$ cat config.mk
export PLATFORM = sky130hd
export DESIGN_NAME = thresholding_cfg_loader
export DESIGN_NICKNAME = d
export VERILOG_FILES = /design/src/rtl/thresholding_cfg_loader.sv
export SDC_FILE = /design/constraint.sdc
export NUM_CORES = 1
export LEC_CHECK = 0
export ABC_AREA = 0
export ABC_CLOCK_PERIOD_IN_PS = 6000
export BUFFER_PORTS_ARGS = -buffer_cell sky130_fd_sc_hd__buf_2
export CAP_MARGIN = 20
export CORE_MARGIN = 8
export CORE_UTILIZATION = 40
export DETAILED_ROUTE_END_ITERATION = 10
export MAX_ROUTING_LAYER = met4
export PLACE_DENSITY = 0.65
export SLEW_MARGIN = 20
export SYNTH_ARGS = -nofsm -noshare
export SYNTH_HDL_FRONTEND = slang
export SYNTH_SLANG_ARGS = --single-unit
$ cat constraint.sdc
create_clock -name clk -period 6 [get_ports clk]
set_input_delay 1.8 -clock clk [delete_from_list [all_inputs] [get_ports clk]]
set_output_delay 1.8 -clock clk [all_outputs]
set_load 0.02 [all_outputs]
$ cat src/rtl/thresholding_cfg_loader.sv
// rtl/thresholding_cfg_loader.sv - threshold configuration sequencer for the thresholding core
//
// Takes a channel-major stream of thresholds and writes each value into the
// core's configuration port. The address is {cf, pe, idx}. Within each channel
// the thresholds must rise strictly, and a value that does not sets err[0].
// When VERIFY is set, every location is read back afterwards. The sum of the
// read-back values is compared against the sum of the written values.
//
// Ports:
//   clk, rst          clock, synchronous active-high reset
//   start             begin a load (accepted in IDLE/DONE only)
//   busy, done, err   status; err[0] ordering, err[1] readback mismatch/timeout
//   s_tvalid/s_tready/s_tdata   threshold stream
//   cfg_en/cfg_we/cfg_a/cfg_d   configuration access to the core
//   cfg_rack/cfg_q              readback acknowledge and data from the core
module thresholding_cfg_loader #(
  parameter int N      = 2,
  parameter int K      = 8,
  parameter int C      = 4,
  parameter int PE     = 2,
  parameter int SIGNED = 1,
  parameter int VERIFY = 1,
  localparam int CF    = C / PE,
  localparam int AW    = $clog2(CF) + $clog2(PE) + N
) (
  input  logic          clk,
  input  logic          rst,
  input  logic          start,
  output logic          busy,
  output logic          done,
  output logic [1:0]    err,
  input  logic          s_tvalid,
  output logic          s_tready,
  input  logic [K-1:0]  s_tdata,
  output logic          cfg_en,
  output logic          cfg_we,
  output logic [AW-1:0] cfg_a,
  output logic [K-1:0]  cfg_d,
  input  logic          cfg_rack,
  input  logic [K-1:0]  cfg_q
);

  localparam int NT    = 2**N - 1;
  localparam int TOTAL = C * NT;
  localparam int PW    = $clog2(PE);
  localparam int FW    = $clog2(CF);
  localparam int PCW   = (PW > 0) ? PW : 1;
  localparam int FCW   = (FW > 0) ? FW : 1;
  localparam int CW    = $clog2(TOTAL + 1);
  localparam int SW    = K + CW;
  localparam int TW    = $clog2(N + 3);

  typedef enum logic [2:0] {S_IDLE, S_WRITE, S_READ, S_DRAIN, S_DONE} state_t;

  state_t          state, state_nxt;
  logic [N-1:0]    idx, idx_nxt;
  logic [PCW-1:0]  pe_c, pe_nxt;
  logic [FCW-1:0]  cf_c, cf_nxt;
  logic [CW-1:0]   cnt;
  logic [CW-1:0]   rcnt, rcnt_nxt;
  logic [SW-1:0]   wsum, rsum, rsum_nxt;
  logic [K-1:0]    prev;
  logic [TW-1:0]   tmr;
  logic [1:0]      err_q;
  logic            s_tready_q;
  logic            wr_hs, rd_iss, adv, last, rack_ok, viol;
  logic            start_acc, set_err1;

  assign wr_hs     = (state == S_WRITE) && s_tvalid;
  assign rd_iss    = (state == S_READ);
  assign adv       = wr_hs || rd_iss;
  assign last      = (cnt == CW'(TOTAL - 1));
  assign start_acc = start && ((state == S_IDLE) || (state == S_DONE));

  // Racks past the TOTAL-th are ignored so a chattering core cannot push the
  // checksum past what was written.
  assign rack_ok  = ((state == S_READ) || (state == S_DRAIN)) && cfg_rack &&
                    (rcnt != CW'(TOTAL));
  assign rsum_nxt = rack_ok ? rsum + SW'(cfg_q) : rsum;
  assign rcnt_nxt = rack_ok ? rcnt + CW'(1) : rcnt;

  always_comb begin
    viol = 1'b0;
    if (wr_hs && (idx != '0)) begin
      if (SIGNED != 0) viol = ($signed(s_tdata) <= $signed(prev));
      else             viol = (s_tdata <= prev);
    end
  end

  // Address counters: idx fastest, then pe, then cf. They wrap to zero after the
  // last location, so READ walks the same order without an explicit reload.
  always_comb begin
    idx_nxt = idx;
    pe_nxt  = pe_c;
    cf_nxt  = cf_c;
    if (adv) begin
      if (idx == N'(NT - 1)) begin
        idx_nxt = '0;
        if (pe_c == PCW'(PE - 1)) begin
          pe_nxt = '0;
          cf_nxt = (cf_c == FCW'(CF - 1)) ? '0 : cf_c + FCW'(1);
        end else begin
          pe_nxt = pe_c + PCW'(1);
        end
      end else begin
        idx_nxt = idx + N'(1);
      end
    end
  end

  always_comb begin
    state_nxt = state;
    set_err1  = 1'b0;
    case (state)
      S_IDLE, S_DONE: if (start) state_nxt = S_WRITE;
      S_WRITE: if (wr_hs && last) state_nxt = (VERIFY != 0) ? S_READ : S_DONE;
      S_READ:  if (last) state_nxt = S_DRAIN;
      S_DRAIN: begin
        // The rack arriving this cycle counts, so done follows the final rack.
        if (rcnt_nxt == CW'(TOTAL)) begin
          state_nxt = S_DONE;
          set_err1  = (rsum_nxt != wsum);
        end else if (tmr == TW'(N + 2)) begin
          state_nxt = S_DONE;
          set_err1  = 1'b1;
        end
      end
      default: state_nxt = S_IDLE;
    endcase
  end

  always_ff @(posedge clk) begin
    if (rst) begin
      state      <= S_IDLE;
      s_tready_q <= 1'b0;
      idx        <= '0;
      pe_c       <= '0;
      cf_c       <= '0;
      cnt        <= '0;
      rcnt       <= '0;
      wsum       <= '0;
      rsum       <= '0;
      prev       <= '0;
      tmr        <= '0;
      err_q      <= 2'b00;
    end else begin
      state      <= state_nxt;
      s_tready_q <= (state_nxt == S_WRITE);
      if (start_acc) begin
        idx   <= '0;
        pe_c  <= '0;
        cf_c  <= '0;
        cnt   <= '0;
        rcnt  <= '0;
        wsum  <= '0;
        rsum  <= '0;
        tmr   <= '0;
        err_q <= 2'b00;
      end else begin
        idx  <= idx_nxt;
        pe_c <= pe_nxt;
        cf_c <= cf_nxt;
        rcnt <= rcnt_nxt;
        rsum <= rsum_nxt;
        if (adv) cnt <= last ? '0 : cnt + CW'(1);
        if (wr_hs) begin
          wsum <= wsum + SW'(s_tdata);
          prev <= s_tdata;
        end
        if (viol) err_q[0] <= 1'b1;
        if (state == S_DRAIN) tmr <= tmr + TW'(1);
        if (set_err1) err_q[1] <= 1'b1;
      end
    end
  end

  always_comb begin
    cfg_a = AW'(idx) | (AW'(pe_c) << N) | (AW'(cf_c) << (N + PW));
  end

  assign cfg_en   = wr_hs || rd_iss;
  assign cfg_we   = wr_hs;
  assign cfg_d    = (state == S_WRITE) ? s_tdata : '0;
  assign s_tready = s_tready_q;
  assign busy     = (state == S_WRITE) || (state == S_READ) || (state == S_DRAIN);
  assign done     = (state == S_DONE);
  assign err      = err_q;

endmodule

### Word-level counts from Yosys, hierarchy flattened

Index checks and enable logic that the tools add are counted.
Widths: inputs -> output; s select.

* $add $sub $neg: 8
* order comparisons: 1
* equality and inequality tests: 11
* multiplexer cells: 17
* bitwise gates (word level): 3
* reduce and logical (&&, ||, !) cells: 18

Operator list (number)
* $add 12x8->12: 2
* $mux 3: 5
* $mux 12: 1
* $ne 12x12->1: 1
* $pmux 3 s4: 1
* $add 4x1->4 const B: 2
* $eq 4x4->1 const B: 2
* $le 8x8->1: 1
* $mux 4: 2
* $mux 8: 1
* $eq 3x1->1 const B: 2
* $eq 3x2->1 const B: 2
* $eq 3x3->1 const B: 2
* $logic_and 1x1->1: 6
* $mux 1: 6
* $logic_or 1x1->1: 5
* $ne 4x4->1 const B: 1
* $or 3x4->4: 1
* $reduce_and 2->1: 2
* $reduce_or 2->1: 2
* $add 3x1->3 const B: 1
* $logic_not 3->1: 1
* $or 2x3->3: 1
* $reduce_and 3->1: 1
* other kinds (6): 7

* register bits: 53
* input port bits: 21
* output and inout port bits: 19
* word-level logic and storage cells: 71

### Longest topological paths before layout

* word-level depth: 9
* gate-level depth with buffers: 10
* mapped depth without buffers: 10

### Worst setup path before layout

No wires, ideal clock.

* path type: input-to-output
* start point: input s_tvalid
* end point: output cfg_we
* arrival: 2.378 ns
* data required time: 4.200 ns
* slack: 1.822 ns
* stages: 3
* buffers on the path: 1
* path through: nand2_1 -> inv_2 -> clkbuf_1

* word-level cells in the longest chain between the ends: 1

Ends and longest elaborated chain
* start, declared: RTL line 32 `input logic s_tvalid,`
* $logic_and 1x1->1: RTL line 69 `assign wr_hs = (state == S_WRITE) && s_tvalid;`
* end, declared: RTL line 36 `output logic cfg_we,`

No other way between the ends.

### Worst setup path after layout

Same ends and word-level chain as after synthesis.

==> qor.tcl <==
set qor(overall_fraction_of_global_route_tracks_in_use) 0.1483
set qor(share_comb_of_total_power) 0.146
set qor(synth_sequential_area_ratio) 0.2732
set qor(cts-buffers-inserted) 5
set qor(drt_iter0_drc) 113
set qor(critical_path_arrival_ns) 3.00
set qor(sequentialPowerShare) 0.530
set qor(dp_worst_setup_slack_ns) 1.181
set qor(final_antenna_net_count) 0
set qor(avgRoutedWirePerCell_um) 14.84
set qor(slew_headroom) 0.3272
set qor(cts_hold_repair.buffers) 0
set qor(number_of_flip_flops_and_latches_in_the_synthesized_netlist) 53
set qor(hold_slack_ns) 0.4611
set qor(routed-via-count) 3463
set qor(antenna_violations_before_repair) 0
set qor(timing.critical_path.slowest_cell_delay_ns) 0.45
set qor(grt_max_degree) 22
set qor(grt.overflow.total) 0
set qor(cap_viol_max_count) 0
set qor(drt_pass1_iterations) 4
set qor(p_sw_frac) 0.2964
set qor(power.leakage_nw) 1.668
set qor(vias_per_std_cell) 5.462
set qor(finClkSkew_ns) 0.008185
set qor(post_cts_clock_slew_at_the_launch_and_capture_registers_of_the_worst_setup_and_hold_paths_ns) 0.11
set qor(setup_repair_after_global_routing_missed_its_margin) {no}
set qor(worst_slew_pin_slew_ns) 1.009
set qor(gpl.final_weighted_congestion) 0.9024
set qor(intPower_mw) 0.4833
set qor(cts.path.max_buffers) 2
set qor(fin_ws_ns) 1.200
set qor(timing_hold_violations_final) 0
set qor(cp_cell_sequence) {buf_2 > nand2_1 > inv_2 > buf_2}
set qor(worstRegToRegCells) 7
set qor(detail_route.drc_violations) 0
set qor(clk-insertion-delay-late_ns) 0.32
set qor(clock_tree.root_cell) {clkbuf_8}
set qor(cts_setup_buffers) 0
set qor(status) {completed}
set qor(layout.cells.most_common_list) {nand2_1 (54), dfxtp_1 (53), a21oi_1 (45)}
set qor(number_of_buffers_and_inverters_on_the_critical_path) 3
set qor(timing.critical_path.mode_cell) {buf_2}
set qor(n_antenna_cell) 0
set qor(post_synth_instance_area_mm2) 0.003884
set qor(synthFlopType) {dfxtp_1}
set qor(tritoncts_clock_tree) {built}
set qor(critPathRequiredTime_ns) 4.20
set qor(timing.final.crit_period_ns) 4.800
set qor(net-switching-power_mw) 0.2036
set qor(cp_max_fo) 21
set qor(p_per_area_mw_per_mm2) 163.1
set qor(post_route_cells_drive_above_1_share) 0.1537
set qor(start_of_the_worst_register_to_register_path) {state[0]$_SDFF_PP0_}
set qor(placeableCoreArea_mm2) 0.009594
set qor(io-pin-count) 40
set qor(min-delay-start) {prev[5]$_SDFFE_PP0P_}
set qor(first_global_vias) 3354
set qor(cts_repair_resize_count) 0
set qor(slowest_stage) {inv_2}
set qor(cts.htree.levels) 2
set qor(min_delay_worst_endpoint) {prev[5]$_SDFFE_PP0P_}
set qor(setup.reg_to_reg.worst_slack_ns) 3.08
set qor(std_cell_rows) 36
set qor(synth-edff-count) 0
set qor(critPathLaunchType) {input pin}
set qor(synth-warning-count) 0
set qor(layout_commonest_cell) {nand2_1}
set qor(hp-class) {flip-flop to flip-flop}
set qor(fin_crit_sh) 0.8001
set qor(initial_core_util) 0.4048
set qor(max_clock_freq_mhz) 208.3
set qor(vdd.ir_drop.worst_mv) 0.09732
set qor(cp_num_cells) 4
set qor(grt_first_pass_wirelength_mm) 15.72
set qor(crit_path_start) {s_tvalid}
set qor(critPathTopFamily) {buffers and inverters}
set qor(clockPowerShare) 0.324
set qor(setup_violating_endpoint_count_in_the_final_report) 0
set qor(wl_mm) 9.408
set qor(die_width_um) 114.5
set qor(async_flop_share) 0
set qor(syn2layout_area_growth_pct) 8.473
set qor(die_area_mm2) 0.01312
set qor(timing.rr.end) {wsum[11]$_SDFFE_PP0P_}
set qor(chipHeight_um) 114.5
set qor(synth_cells) 477
set qor(postLayoutCoreUtil) 0.4391
set qor(detailed_place_hpwl_mm) 7.177
set qor(port-buffer-count) 39
set qor(critical_path_class) {input pin to primary output}
set qor(syn_avg_cell_area_um2) 8.142
set qor(netlist-cell-type-count) 83
set qor(clock-sinks) 53
set qor(layout.nets) 552
set qor(net_count_of_the_mapped_netlist) 529
set qor(fin_setup_tns_ns) 0
set qor(whs_path_depth) 2
set qor(finalMaxSlewViolations) 0
set qor(timing.critical_path.to_type) {primary output}
[power by group through the flow]
stage               logic (mW)  registers, mW  clock network [mW]
finish                   0.100          0.364               0.222
global route             0.112          0.365               0.243
CTS                      0.101          0.364               0.232
detailed placement       0.101          0.372                   0
global placement        0.0989          0.372                   0
floorplan               0.0726          0.370                   0
[sequential cells by signal, indices dropped and copies added, names as in the netlist]
| register | count |
|---|---|
| wsum | 12 |
| idx | 2 |
| state | 3 |
| prev | 8 |
| s_tready | 1 |
| rsum | 12 |
| pe_c | 1 |
| rcnt | 4 |
| cf_c | 1 |
| tmr | 3 |
| err | 2 |
| cnt | 4 |
[routing by layer]
| layer | vias up | GRT usage | routed length, µm |
|---|---|---|---|
| li1 | 1761 | - | - |
| met1 | 1606 | 0.1862 | 4434 |
| met2 | 84 | 0.2340 | 4336 |
| met3 | 12 | 0.02479 | 516 |
| met4 | 0 | 0.05413 | 120 |
| met5 | - | - | 0 |
[cell usage after synthesis, drive strengths merged (5+ instances only)]
cell    number  area share
nand2       54       0.052
dfxtp       53        0.27
a21oi       46       0.060
nor2        37       0.038
ha          29       0.093
inv         26       0.025
o21ai       23       0.031
and2        16       0.026
buf         13       0.022
xnor2       12       0.027
clkbuf      11       0.013
nand3       11       0.015
nor3        10       0.013
xor2         9       0.020
nor2b        8       0.013
nor3b        7       0.015
a211oi       6       0.013
nand2b       6       0.010
nand4        6      0.0097
or3          6      0.0097
and3         5      0.0097
o21a         5      0.0097
[cell type report]
class	count	area [µm²]
clock inverters	3	26.28
inverters	26	97.59
well taps	133	166.4
clock buffers	5	68.82
repair buffers	40	202.7
fillers	981	5381
flip-flops and latches	53	1061
multi-input cells	374	2590
[worst max path at each step]
stage                        end  slack (ns)
after floorplan           cfg_we        1.82
after global routing      cfg_we        1.08
final                     cfg_we        1.20
after detailed placement  cfg_we        1.18
after global placement    cfg_we        1.19
after CTS                 cfg_we        1.18
[cell families (layout without fill, tap and decap cells)]
family,Yosys count,in the layout,share of synthesized area
mux,3,3,0.007732
xor+xnor,22,22,0.05380
buf+inv,50,74,0.05992
flops,53,53,0.2732
fa+ha+maj,31,31,0.1037
compound gates,135,135,0.2474
simple gates,183,183,0.2542
[stage by stage]
stage	std cells	power, mW	cell area [µm²]
after global routing	634	0.7204	4213
after global placement	626	0.4709	4118
after floorplan	477	0.4427	3884
final	634	0.6870	4213
after CTS	634	0.6975	4213
after detailed placement	626	0.4733	4118
[worst reg2reg max path: cells and delay by family, from the launching register on]
kind	cells	cell delay, ns
simple gates	5	1.70
flops	1	0.56
buf+inv	1	0.46
compound gates	1	0.14
Power figures use the tool's default switching activity.
